===== src/rtl/wb_trace_monitor_if.sv =====
// rtl/wb_trace_monitor_if.sv - core writeback/redirect tap and trace readout bundle
interface wb_trace_monitor_if #(
  parameter int XLEN   = 32,
  parameter int ADDR_W = 5,
  parameter int CYC_W  = 32
);
  // Core-side tap
  logic              wb_en;
  logic [ADDR_W-1:0] wb_addr;
  logic [XLEN-1:0]   wb_data;
  logic              br_taken;
  logic              jump;
  // Trace readout (show-ahead valid/ready)
  logic              rd_ready;
  logic              rd_valid;
  logic [ADDR_W-1:0] rd_addr;
  logic [XLEN-1:0]   rd_data;
  logic [CYC_W-1:0]  rd_cycle;

  modport master (
    output wb_en, wb_addr, wb_data, br_taken, jump, rd_ready,
    input  rd_valid, rd_addr, rd_data, rd_cycle
  );

  modport slave (
    input  wb_en, wb_addr, wb_data, br_taken, jump, rd_ready,
    output rd_valid, rd_addr, rd_data, rd_cycle
  );
endinterface


===== src/rtl/wb_trace_monitor.sv =====
// rtl/wb_trace_monitor.sv - writeback trace FIFO, run counters and pass/fail detector
module wb_trace_monitor #(
  parameter int XLEN   = 32,
  parameter int ADDR_W = 5,
  parameter int DEPTH  = 16,
  parameter int CYC_W  = 32,
  parameter int MODE   = 0
) (
  input  logic                     clk,
  input  logic                     rst,
  input  logic                     clr,
  input  logic                     run_en,
  wb_trace_monitor_if.slave        bus,
  input  logic [ADDR_W-1:0]        watch_addr,
  input  logic [XLEN-1:0]          watch_data,
  input  logic [CYC_W-1:0]         timeout,
  output logic [$clog2(DEPTH):0]   count,
  output logic                     overflow,
  output logic [CYC_W-1:0]         cycle_cnt,
  output logic [CYC_W-1:0]         wb_cnt,
  output logic [CYC_W-1:0]         redirect_cnt,
  output logic                     done,
  output logic                     pass,
  output logic                     fail
);
  localparam int AW = $clog2(DEPTH);
  localparam int CW = AW + 1;
  localparam int EW = ADDR_W + XLEN + CYC_W;
  localparam logic [CYC_W-1:0] CNT_MAX   = {CYC_W{1'b1}};
  localparam logic [CW-1:0]    FULL_CNT  = CW'(DEPTH);
  localparam bit               OVERWRITE = (MODE == 1);

  typedef enum logic [1:0] {S_IDLE, S_RUN, S_PASS, S_FAIL} state_t;

  state_t         state;
  logic [EW-1:0]  mem [DEPTH];
  logic [AW-1:0]  wr_ptr;
  logic [AW-1:0]  rd_ptr;
  logic [EW-1:0]  head;

  logic active, commit, push, pop, full, match, tmo;
  logic wr_en, drop_old, lost, cnt_inc;

  function automatic logic [CYC_W-1:0] sat_inc(input logic [CYC_W-1:0] v);
    return (v == CNT_MAX) ? v : v + 1'b1;
  endfunction

  // Event decode: capture only while actively running, never for x0
  always_comb begin
    active   = (state == S_RUN) && run_en;
    commit   = bus.wb_en && (bus.wb_addr != '0);
    push     = active && commit;
    pop      = (count != '0) && bus.rd_ready;
    full     = (count == FULL_CNT);
    match    = commit && (watch_addr != '0) && (bus.wb_addr == watch_addr)
               && (bus.wb_data == watch_data);
    tmo      = (timeout != '0) && (cycle_cnt == timeout - 1'b1);
    lost     = push && full && !pop;
    drop_old = lost && OVERWRITE;
    wr_en    = push && (!full || pop || OVERWRITE);
    cnt_inc  = wr_en && !drop_old;
  end

  // Run-state FSM, counters and end-of-test flags; pass beats timeout
  always_ff @(posedge clk or negedge rst) begin
    if (!rst) begin
      state        <= S_IDLE;
      cycle_cnt    <= '0;
      wb_cnt       <= '0;
      redirect_cnt <= '0;
      pass         <= 1'b0;
      fail         <= 1'b0;
      done         <= 1'b0;
    end else if (clr) begin
      state        <= S_IDLE;
      cycle_cnt    <= '0;
      wb_cnt       <= '0;
      redirect_cnt <= '0;
      pass         <= 1'b0;
      fail         <= 1'b0;
      done         <= 1'b0;
    end else begin
      case (state)
        S_IDLE: if (run_en) state <= S_RUN;
        S_RUN: begin
          if (!run_en) begin
            state <= S_IDLE;
          end else begin
            cycle_cnt <= sat_inc(cycle_cnt);
            if (commit) wb_cnt <= sat_inc(wb_cnt);
            if (bus.br_taken || bus.jump) redirect_cnt <= sat_inc(redirect_cnt);
            if (match) begin
              state <= S_PASS;
              pass  <= 1'b1;
              done  <= 1'b1;
            end else if (tmo) begin
              state <= S_FAIL;
              fail  <= 1'b1;
              done  <= 1'b1;
            end
          end
        end
        default: state <= state;
      endcase
    end
  end

  // FIFO pointers, occupancy and sticky loss flag
  always_ff @(posedge clk or negedge rst) begin
    if (!rst) begin
      wr_ptr   <= '0;
      rd_ptr   <= '0;
      count    <= '0;
      overflow <= 1'b0;
    end else if (clr) begin
      wr_ptr   <= '0;
      rd_ptr   <= '0;
      count    <= '0;
      overflow <= 1'b0;
    end else begin
      if (wr_en) wr_ptr <= wr_ptr + 1'b1;
      if (pop || drop_old) rd_ptr <= rd_ptr + 1'b1;
      if (cnt_inc && !pop) count <= count + 1'b1;
      else if (!cnt_inc && pop) count <= count - 1'b1;
      if (lost) overflow <= 1'b1;
    end
  end

  // Trace storage; stale contents are hidden by the occupancy gate on readout
  always_ff @(posedge clk) begin
    if (wr_en) mem[wr_ptr] <= {bus.wb_addr, bus.wb_data, cycle_cnt};
  end

  // Show-ahead head, forced to zero when empty
  always_comb begin
    head         = mem[rd_ptr];
    bus.rd_valid = (count != '0);
    bus.rd_addr  = '0;
    bus.rd_data  = '0;
    bus.rd_cycle = '0;
    if (bus.rd_valid) begin
      bus.rd_addr  = head[EW-1 -: ADDR_W];
      bus.rd_data  = head[CYC_W +: XLEN];
      bus.rd_cycle = head[CYC_W-1:0];
    end
  end
endmodule


===== src/flat_wrapper.sv =====
// flat-port wrapper written by rule: the top's interface ports become plain ports
module wb_trace_monitor_flat 
#(
  parameter int XLEN   = 32,
  parameter int ADDR_W = 5,
  parameter int DEPTH  = 16,
  parameter int CYC_W  = 32,
  parameter int MODE   = 0
)
  (clk, rst, clr, run_en, watch_addr, watch_data, timeout, count, overflow, cycle_cnt, wb_cnt, redirect_cnt, done, pass, fail, bus_wb_en, bus_wb_addr, bus_wb_data, bus_br_taken, bus_jump, bus_rd_ready, bus_rd_valid, bus_rd_addr, bus_rd_data, bus_rd_cycle);
  wb_trace_monitor_if #(.XLEN(XLEN), .ADDR_W(ADDR_W), .CYC_W(CYC_W)) bus_i ();
  input  logic clk;
  input  logic rst;
  input  logic clr;
  input  logic run_en;
  input  logic [ADDR_W-1:0] watch_addr;
  input  logic [XLEN-1:0] watch_data;
  input  logic [CYC_W-1:0] timeout;
  output logic [$clog2(DEPTH):0] count;
  output logic overflow;
  output logic [CYC_W-1:0] cycle_cnt;
  output logic [CYC_W-1:0] wb_cnt;
  output logic [CYC_W-1:0] redirect_cnt;
  output logic done;
  output logic pass;
  output logic fail;
  input wire logic [$bits(bus_i.wb_en)-1:0] bus_wb_en;
  input wire logic [$bits(bus_i.wb_addr)-1:0] bus_wb_addr;
  input wire logic [$bits(bus_i.wb_data)-1:0] bus_wb_data;
  input wire logic [$bits(bus_i.br_taken)-1:0] bus_br_taken;
  input wire logic [$bits(bus_i.jump)-1:0] bus_jump;
  input wire logic [$bits(bus_i.rd_ready)-1:0] bus_rd_ready;
  output wire logic [$bits(bus_i.rd_valid)-1:0] bus_rd_valid;
  output wire logic [$bits(bus_i.rd_addr)-1:0] bus_rd_addr;
  output wire logic [$bits(bus_i.rd_data)-1:0] bus_rd_data;
  output wire logic [$bits(bus_i.rd_cycle)-1:0] bus_rd_cycle;
  assign bus_i.wb_en = bus_wb_en;
  assign bus_i.wb_addr = bus_wb_addr;
  assign bus_i.wb_data = bus_wb_data;
  assign bus_i.br_taken = bus_br_taken;
  assign bus_i.jump = bus_jump;
  assign bus_i.rd_ready = bus_rd_ready;
  assign bus_rd_valid = bus_i.rd_valid;
  assign bus_rd_addr = bus_i.rd_addr;
  assign bus_rd_data = bus_i.rd_data;
  assign bus_rd_cycle = bus_i.rd_cycle;
  wb_trace_monitor #(.XLEN(XLEN), .ADDR_W(ADDR_W), .DEPTH(DEPTH), .CYC_W(CYC_W), .MODE(MODE)) u_core (.clk(clk), .rst(rst), .clr(clr), .run_en(run_en), .bus(bus_i), .watch_addr(watch_addr), .watch_data(watch_data), .timeout(timeout), .count(count), .overflow(overflow), .cycle_cnt(cycle_cnt), .wb_cnt(wb_cnt), .redirect_cnt(redirect_cnt), .done(done), .pass(pass), .fail(fail));
endmodule

===== config.mk =====
export PLATFORM = sky130hd
export DESIGN_NAME = wb_trace_monitor_flat
export DESIGN_NICKNAME = d
export VERILOG_FILES = /design/src/rtl/wb_trace_monitor_if.sv /design/src/rtl/wb_trace_monitor.sv /design/src/flat_wrapper.sv
export SDC_FILE = /design/constraint.sdc
export NUM_CORES = 1
export LEC_CHECK = 0
export CELL_PAD_IN_SITES_DETAIL_PLACEMENT = 2
export CELL_PAD_IN_SITES_GLOBAL_PLACEMENT = 2
export CORE_MARGIN = 2
export CORE_UTILIZATION = 35
export DETAILED_ROUTE_END_ITERATION = 8
export MAX_ROUTING_LAYER = met4
export PLACE_DENSITY = 0.66
export SLEW_MARGIN = 20
export SYNTH_ARGS = -nofsm -noshare
export SYNTH_HDL_FRONTEND = slang
export SYNTH_SLANG_ARGS = --single-unit
export TNS_END_PERCENT = 1

===== constraint.sdc =====
create_clock -name clk -period 3.9 [get_ports clk]
set_input_delay 0.585 -clock clk [delete_from_list [all_inputs] [get_ports clk]]
set_output_delay 0.585 -clock clk [all_outputs]
set_load 0.05 [all_outputs]

==> results.json, run 1 <==
{
  "clock_tree_from_tritoncts": "done",
  "drtPass1Iterations": 5,
  "outcome": "finished clean",
  "timing.critical_path.max_delay_family": "multiplexers",
  "drt_wl_total_mm": 161.4,
  "power.share.combinational": 0.227,
  "fp.dieW_um": 379.5,
  "critical_path.reg2reg.startpoint": "u_core.count[1]",
  "antenna_violations_before_repair": 9,
  "total_cts_buffers": 134,
  "post_synth_xor_area_fraction": 0.02910,
  "route.detailed.vias_per_inst": 5.511,
  "drv.max_cap_violation_count": 0,
  "clock_power_share": 0.364,
  "hpwlAfterDp_mm": 96.61,
  "postSynthRegisterBits": 1219,
  "ys_dominant_reg_cell": "sky130_fd_sc_hd__edfxtp_1",
  "timing.critical_path.buf_inv": 4,
  "ffs_w_async_s_r_synth": 0.09434,
  "die_y_um": 379.5,
  "synth_fa_ha_area_frac": 0.003447,
  "regToRegEndpoint": "u_core.count[4]",
  "synth_compound_area_frac": 0.01224,
  "clock_sinks": 1219,
  "finalNetCount": 3131,
  "ctsLongestPathBuffers": 3,
  "dominant_combinational_cell_family_by_area_after_synthesis": "multiplexers",
  "gp_routability_congestion": 0.7857,
  "fmax_mhz": 257.5,
  "design.core.area_um2": 139700,
  "setup_viol_count_final": 0,
  "grt.overflow.total": 0,
  "cts_max_level": 4,
  "via_count_of_the_first_global_routing_pass": 30375,
  "critical_path_peak_fanout": 11,
  "initial_standard_cell_utilization_of_the_core": 0.3533,
  "synth_warn": 0,
  "syn-instance-count": 2496,
  "place.port_buffers": 288,
  "grt_max_degree": 66,
  "critPathMaxStageDelay_ns": 0.51,
  "root_buffer": "sky130_fd_sc_hd__clkbuf_16",
  "reg2reg_setup_slack_ns": 0.35,
  "worst-endpoint-required_ns": 3.31,
  "post_synthesis_mux_area_share": 0.1591,
  "swShare": 0.2840,
  "worst_hold_path_type": "input pin to flop",
  "worstPathArrival_ns": 3.30,
  "netSwitchingPower_mw": 9.932,
  "hold_viol": 0,
  "wire_length_of_the_first_global_routing_pass_mm": 229.2,
  "internal_power_component_mw": 25.04,
  "post_synth.cell_area_avg_um2": 19.78,
  "synthesis.area_um2": 49360,
  "crit_path_cell_chain": "buf_12 -> buf_16 -> buf_4 -> mux4_2 -> mux4_2 -> and2_2 -> buf_4",
  "min_to": "u_core.redirect_cnt[22]",
  "hold_start": "clr",
  "synth_edf_count": 1104,
  "worst_setup_path_end_kind": "output pin",
  "synth_cell_type_count": 60,
  "reg2reg_depth": 12,
  "power_density_nw_per_um2": 570.9,
  "final_core_util": 0.4384,
  "yosysSeqAreaShare": 0.7299,
  "share_seq_of_total_power": 0.408,
  "worst_setup_hold_path_clk_slew_ns": 0.06,
  "drc_errors": 0,
  "syn_to_final_growth_pct": 24.08,
  "total_leakage_power_nw": 19.52,
  "vias": 27484,
  "final.period_utilization": 0.9956,
  "postRouteAntennaNets": 0,
  "start_kind": "flop",
  "clk-insertion-delay-late_ns": 0.77,
  "vdd_ir_drop_max_mv": 0.4535,
  "timing_max_transition_violations_final": 0,
  "fin_worst_skew_ns": 0.02514,
  "total_power_mw": 34.97,
  "path_class": "flop to output pin",
  "crit_slowest_cell": "sky130_fd_sc_hd__mux4_2",
  "drt_iter0_drc": 2407,
  "fp-row-count": 137,
  "rsz0062_at_grt": "true",
  "synth_simple_gate_area_share": 0.05488,
  "floorplan.die_area_um2": 144100,
  "routed_wire_length_per_instance_um": 32.36,
  "period_needed_ns": 3.883,
  "cell_count_of_the_worst_hold_path": 2,
  "ioPinCount": 289,
  "timing.slew.headroom": 0.2878,
  "tightestPinTransition_ns": 1.059,
  "final_layout_size_suffix_gt1_frac": 0.2802,
  "syn-num-nets": 2623,
  "track_usage": 0.2270
}
power by group through the flow:
stage / clock, mW / combinational (mW) / sequential, mW
CTS: 13.0 / 7.62 / 14.3
detailed placement: 0 / 7.01 / 14.6
global route: 13.4 / 8.34 / 14.3
finish: 12.7 / 7.95 / 14.3
floorplan: 0 / 4.54 / 14.6
global placement: 0 / 6.83 / 14.6
stage by stage:
stage | area (um2) | TNS (ns) | worst slack (ns) | hold WS (ns) | cells
2_1_floorplan | 49360 | 0 | 0.1691 | 0.2894 | 2496
3_3_place_gp | 55990 | -1.218 | -0.4092 | 0.4830 | 4712
3_5_place_dp | 55990 | -1.491 | -0.4921 | 0.5136 | 4712
4_1_cts | 60780 | -6.226 | -0.2268 | 0.001656 | 4960
5_1_grt | 61240 | -0.5058 | -0.04723 | 0.02794 | 4986
6_report | 61250 | 0 | 0.01715 | 0.06365 | 4987
cell families (layout without fill, tap and decap cells):
logic type,count (synthesis),count (layout)
xor gates and xnor gates,164,164
muxes,353,353
buffers and inverters,146,759
and+or+nand+nor,512,512
DFF,1219,1219
adders and majority gates,13,13
other,0,2
AOI/OAI and AO/OA,89,89
cells in the mapped netlist, types with 15 or more instances:
cell | n | area (um2)
sky130_fd_sc_hd__edfxtp_1 | 1104 | 33150
sky130_fd_sc_hd__mux4_2 | 345 | 7770
sky130_fd_sc_hd__nor2_1 | 130 | 488.0
sky130_fd_sc_hd__dfrtp_1 | 115 | 2878
sky130_fd_sc_hd__and2_1 | 97 | 606.8
sky130_fd_sc_hd__xnor2_1 | 94 | 823.3
sky130_fd_sc_hd__clkbuf_1 | 85 | 319.1
sky130_fd_sc_hd__xor2_1 | 70 | 613.1
sky130_fd_sc_hd__nand2_1 | 63 | 236.5
sky130_fd_sc_hd__nand3_1 | 50 | 250.2
sky130_fd_sc_hd__buf_1 | 32 | 120.1
sky130_fd_sc_hd__nor3_1 | 31 | 155.2
sky130_fd_sc_hd__nand4_1 | 30 | 187.7
sky130_fd_sc_hd__inv_1 | 26 | 97.59
sky130_fd_sc_hd__a21oi_1 | 22 | 110.1
sky130_fd_sc_hd__and3_1 | 21 | 131.4
sky130_fd_sc_hd__o21ai_0 | 19 | 95.09
sky130_fd_sc_hd__or4_1 | 16 | 120.1
sky130_fd_sc_hd__nor4_1 | 15 | 93.84
flip-flops by register name, indices dropped and copies added, names as in the netlist:
register,count
u_core.mem,1104
u_core.cycle_cnt,32
u_core.redirect_cnt,32
u_core.wb_cnt,32
u_core.count,5
u_core.rd_ptr,4
u_core.wr_ptr,4
u_core.state,2
u_core.done,1
u_core.fail,1
u_core.overflow,1
u_core.pass,1
routing by layer:
layer	share of wire	track usage	up-vias	routed length, um
met5	0	-	-	0
li1	-	-	11184	-
met2	0.52	0.3859	941	83510
met1	0.41	0.2872	15177	66230
met4	0.016	0.04205	0	2508
met3	0.056	0.04037	182	9114
worst max-delay path by stage:
stage / from / endpoint / slack, ns / cells after the start
floorplan: timeout[0] / u_core.fail / 0.17 / 12
CTS: u_core.rd_ptr[1] / bus_rd_cycle[11] / -0.23 / 5
global placement: timeout[0] / u_core.fail / -0.41 / 12
finish: u_core.rd_ptr[0] / bus_rd_cycle[31] / 0.02 / 7
global route: u_core.rd_ptr[0] / bus_rd_cycle[31] / -0.05 / 7
detailed placement: timeout[0] / u_core.fail / -0.49 / 12
what timing repair did:
action / CTS / global route
hold endpoints to repair: 52 / 0
hold buffers: 1 / 0
cloned: 2 / 10
setup endpoints to repair: 69 / 65
buffers inserted: 4 / 15
resized for setup: 103 / 32
worst reg2reg max path, stage by stage (launching register included):
cell,delay [ns]
sky130_fd_sc_hd__dfrtp_1,0.40
sky130_fd_sc_hd__or4_1,0.63
sky130_fd_sc_hd__or2_4,0.47
sky130_fd_sc_hd__nand2_1,0.34
sky130_fd_sc_hd__nand2_1,0.19
sky130_fd_sc_hd__ha_1,0.34
sky130_fd_sc_hd__nor2b_1,0.14
sky130_fd_sc_hd__o21ai_0,0.19
sky130_fd_sc_hd__nand2b_1,0.11
sky130_fd_sc_hd__buf_4,0.16
sky130_fd_sc_hd__a21o_1,0.18
sky130_fd_sc_hd__a32oi_1,0.16
sky130_fd_sc_hd__a21oi_1,0.09
layout make-up:
class                   instances  area (um2)
clock buffers                 171        3606
clock inverters                70       728.2
well taps                    1876        2347
diodes                          2       5.005
repair buffers                492        5500
fillers                     12880       78460
multi-input cells            1131       12920
inverters                      26       97.59
flip-flops and latches       1219       36040
cell usage in the layout (no fill, tap or decap), drive strengths merged, types with 5 or more instances in the layout:
master,n
a21oi,22
and2,97
and3,21
and4,12
buf,260
bufinv,10
clkbuf,182
clkdlybuf4s50,217
clkinv,50
dfrtp,115
edfxtp,1104
ha,12
inv,34
mux2i,5
mux4,345
nand2,63
nand2b,6
nand3,50
nand4,30
nor2,130
nor2b,6
nor3,31
nor4,15
o211ai,5
o21ai,19
o311ai,5
or2,6
or3,12
or4,17
xnor2,94
xor2,70
No activity file was read; power rests on OpenSTA's default activity.
==> run 2: changes to the inputs <==
--- a/config.mk
+++ b/config.mk
@@ -7,7 +7,6 @@
 export LEC_CHECK = 0
 export CELL_PAD_IN_SITES_DETAIL_PLACEMENT = 2
 export CELL_PAD_IN_SITES_GLOBAL_PLACEMENT = 2
-export CORE_MARGIN = 2
 export CORE_UTILIZATION = 35
 export DETAILED_ROUTE_END_ITERATION = 8
 export MAX_ROUTING_LAYER = met4
==> run 2 against run 1 <==
  * The run now ends with setup timing left
  * Total power is 2.2% lower
  * Count of clock-buffer cells in the layout fell by 4
  * Utilization decreased by 0.28 points
  * Sequential share of layout area rose by 0.38 points
  * Die area is 1.1% lower
  * Clock skew shrank 0.0010 ns
  * Flip-flop and latch count stayed put
  * Wire length shrank 4.4%
  * Critical endpoint is now bus_rd_cycle[1]
  * Largest cell class unchanged
  * Largest power group unchanged
==> results.json, run 2 (synthesized netlist as in run 1, its figures left out) <==
{
  "outcome": "complete, but fails checks",
  "failing_checks": "setup timing",
  "vias": 26892,
  "postRouteAntennaNets": 0,
  "dpl_cell_area_um2": 56020,
  "period_needed_ns": 3.913,
  "fmax_mhz": 255.5,
  "ioPinCount": 289,
  "finalNetCount": 3121,
  "setup_slack_at_placement_ns": -0.5214,
  "routed_wire_length_per_instance_um": 30.98,
  "largest_register_ffs": 1104,
  "via_count_of_the_first_global_routing_pass": 30016,
  "rsz0062_at_grt": "true",
  "worstPathArrival_ns": 3.33,
  "hold_viol": 0,
  "initial_standard_cell_utilization_of_the_core": 0.3533,
  "grt.overflow.total": 0,
  "final_layout_size_suffix_gt1_frac": 0.2733,
  "postLayoutSetupSlackWorst_ns": -0.01325,
  "drv.max_cap_violation_count": 0,
  "post-route-cell-area_um2": 60850,
  "final_common_cell": "sky130_fd_sc_hd__edfxtp_1",
  "power_density_nw_per_um2": 562.3,
  "final_core_util": 0.4356,
  "drtPass1Iterations": 5,
  "total_leakage_power_nw": 19.34,
  "die_y_um": 377.5,
  "place.port_buffers": 288,
  "final.period_utilization": 1.003,
  "gp_routability_congestion": 0.8131,
  "floorplan.die_area_um2": 142500,
  "fillerInstances": 12933,
  "fin_worst_skew_ns": 0.02415,
  "total_cts_buffers": 137,
  "fp-row-count": 137,
  "vdd_ir_drop_max_mv": 0.3521,
  "regMostFlops": "u_core.mem",
  "multi_input_comb_area_um2": 12900,
  "worst_setup_path_end_kind": "output pin",
  "drc_errors": 0,
  "root_buffer": "sky130_fd_sc_hd__clkbuf_16",
  "timing.slew.headroom": 0.3067,
  "tightestPinTransition_ns": 1.031,
  "track_usage": 0.2208,
  "worst-endpoint-required_ns": 3.31,
  "clock_tree_from_tritoncts": "done",
  "worst_hold_path_type": "input pin to flop",
  "layout.cells.non_filler": 4979,
  "design.core.area_um2": 139700,
  "start_kind": "flop",
  "grt_max_degree": 71,
  "worst_setup_hold_path_clk_slew_ns": 0.05,
  "critical_path_peak_fanout": 12,
  "fp.dieW_um": 377.5,
  "drt_wl_total_mm": 154.3,
  "layout_common_cells": "sky130_fd_sc_hd__edfxtp_1 (1104), sky130_fd_sc_hd__mux4_2 (345), sky130_fd_sc_hd__clkdlybuf4s50_1 (217)",
  "clock_sinks": 1219,
  "setup_viol_count_final": 1,
  "cts_max_level": 4,
  "hpwlAfterDp_mm": 96.15,
  "place.detailed.instances": 4718,
  "syn_to_final_growth_pct": 23.28,
  "wire_length_of_the_first_global_routing_pass_mm": 217.0,
  "clk-insertion-delay-late_ns": 0.77,
  "ctsLongestPathBuffers": 3,
  "antenna_violations_before_repair": 9,
  "path_class": "flop to output pin",
  "route.detailed.vias_per_inst": 5.401,
  "drt_iter0_drc": 2107,
  "layout.area.seq_um2": 36040,
  "timing_max_transition_violations_final": 0
}
-- run 2: cell types whose count changed in the layout (fill, tap and decap cells not counted), moves of 3 or more --
cell                            change
sky130_fd_sc_hd__bufinv_16          -3
sky130_fd_sc_hd__and2_1             +8
sky130_fd_sc_hd__dlygate4sd2_1      +5
sky130_fd_sc_hd__clkinv_2           +7
sky130_fd_sc_hd__and2_4             -9
sky130_fd_sc_hd__diode_2            +5
sky130_fd_sc_hd__buf_16             -4
sky130_fd_sc_hd__clkbuf_8           -3
sky130_fd_sc_hd__buf_6              -7
sky130_fd_sc_hd__buf_8              -6
-- run 2: layer usage --
layer / up-vias / track usage / part of all wire
met2: 854 / 0.3744 / 0.52
met4: 0 / 0.04671 / 0.016
met1: 14710 / 0.2725 / 0.41
met5: - / - / 0
met3: 169 / 0.04580 / 0.056
li1: 11159 / - / -
-- run 2: per-stage QoR --
| stage | power (mW) | TNS (ns) | hold WS, ns |
|---|---|---|---|
| CTS | 34.21 | -5.496 | 0.07865 |
| detailed placement | 21.56 | -1.512 | 0.5179 |
| global route | 35.27 | -1.242 | 0.1190 |
| floorplan | 19.13 | 0 | 0.2894 |
| finish | 34.22 | -0.01325 | 0.1460 |
| global placement | 21.39 | -1.282 | 0.4873 |
-- run 2: layout make-up --
cell class | count | area share
Antenna cell | 7 | 0.0002879
Clock buffer | 167 | 0.05887
Clock inverter | 74 | 0.01088
Inverter | 26 | 0.001604
Multi-Input combinational cell | 1131 | 0.2119
Sequential cell | 1219 | 0.5923
Tap cell | 1876 | 0.03857
Timing Repair Buffer | 479 | 0.08554
-- run 2: repair_timing --
action                                  4_1_cts  5_1_grt
setup buffers                                 1        3
endpoints found under the setup margin       67       66
hold endpoints to repair                     18        0
gates resized for setup                      66       53
gates cloned                                  0        8
hold buffers                                  1        0
-- run 2: worst paths after layout --
path	depth (start not counted)	slack (ns)	start	to
worst max register to register	8	0.30	u_core.cycle_cnt[6]	u_core.cycle_cnt[13]
worst max-delay path	5	-0.01	u_core.rd_ptr[0]	bus_rd_cycle[1]
min in group asynchronous	2	0.53	rst	u_core.cycle_cnt[12]
worst min register to register	2	0.52	u_core.overflow	u_core.overflow
worst min-delay path	2	0.15	clr	u_core.redirect_cnt[12]
max in group asynchronous	3	2.38	rst	u_core.cycle_cnt[23]
-- run 2: critical path, stage by stage (launching register included) --
cell and delay, ns:
sky130_fd_sc_hd__dfrtp_4 0.55, sky130_fd_sc_hd__buf_16 0.24, sky130_fd_sc_hd__mux4_2 0.56, sky130_fd_sc_hd__mux4_2 0.58
sky130_fd_sc_hd__and2_1 0.20, sky130_fd_sc_hd__dlygate4sd2_1 0.42
-- run 2: report_power, final --
group | switching [mW] | internal (mW)
sequential | 0.0794 | 14.2
clock | 5.38 | 7.04
combinational | 4.20 | 3.30
total | 9.66 | 24.6
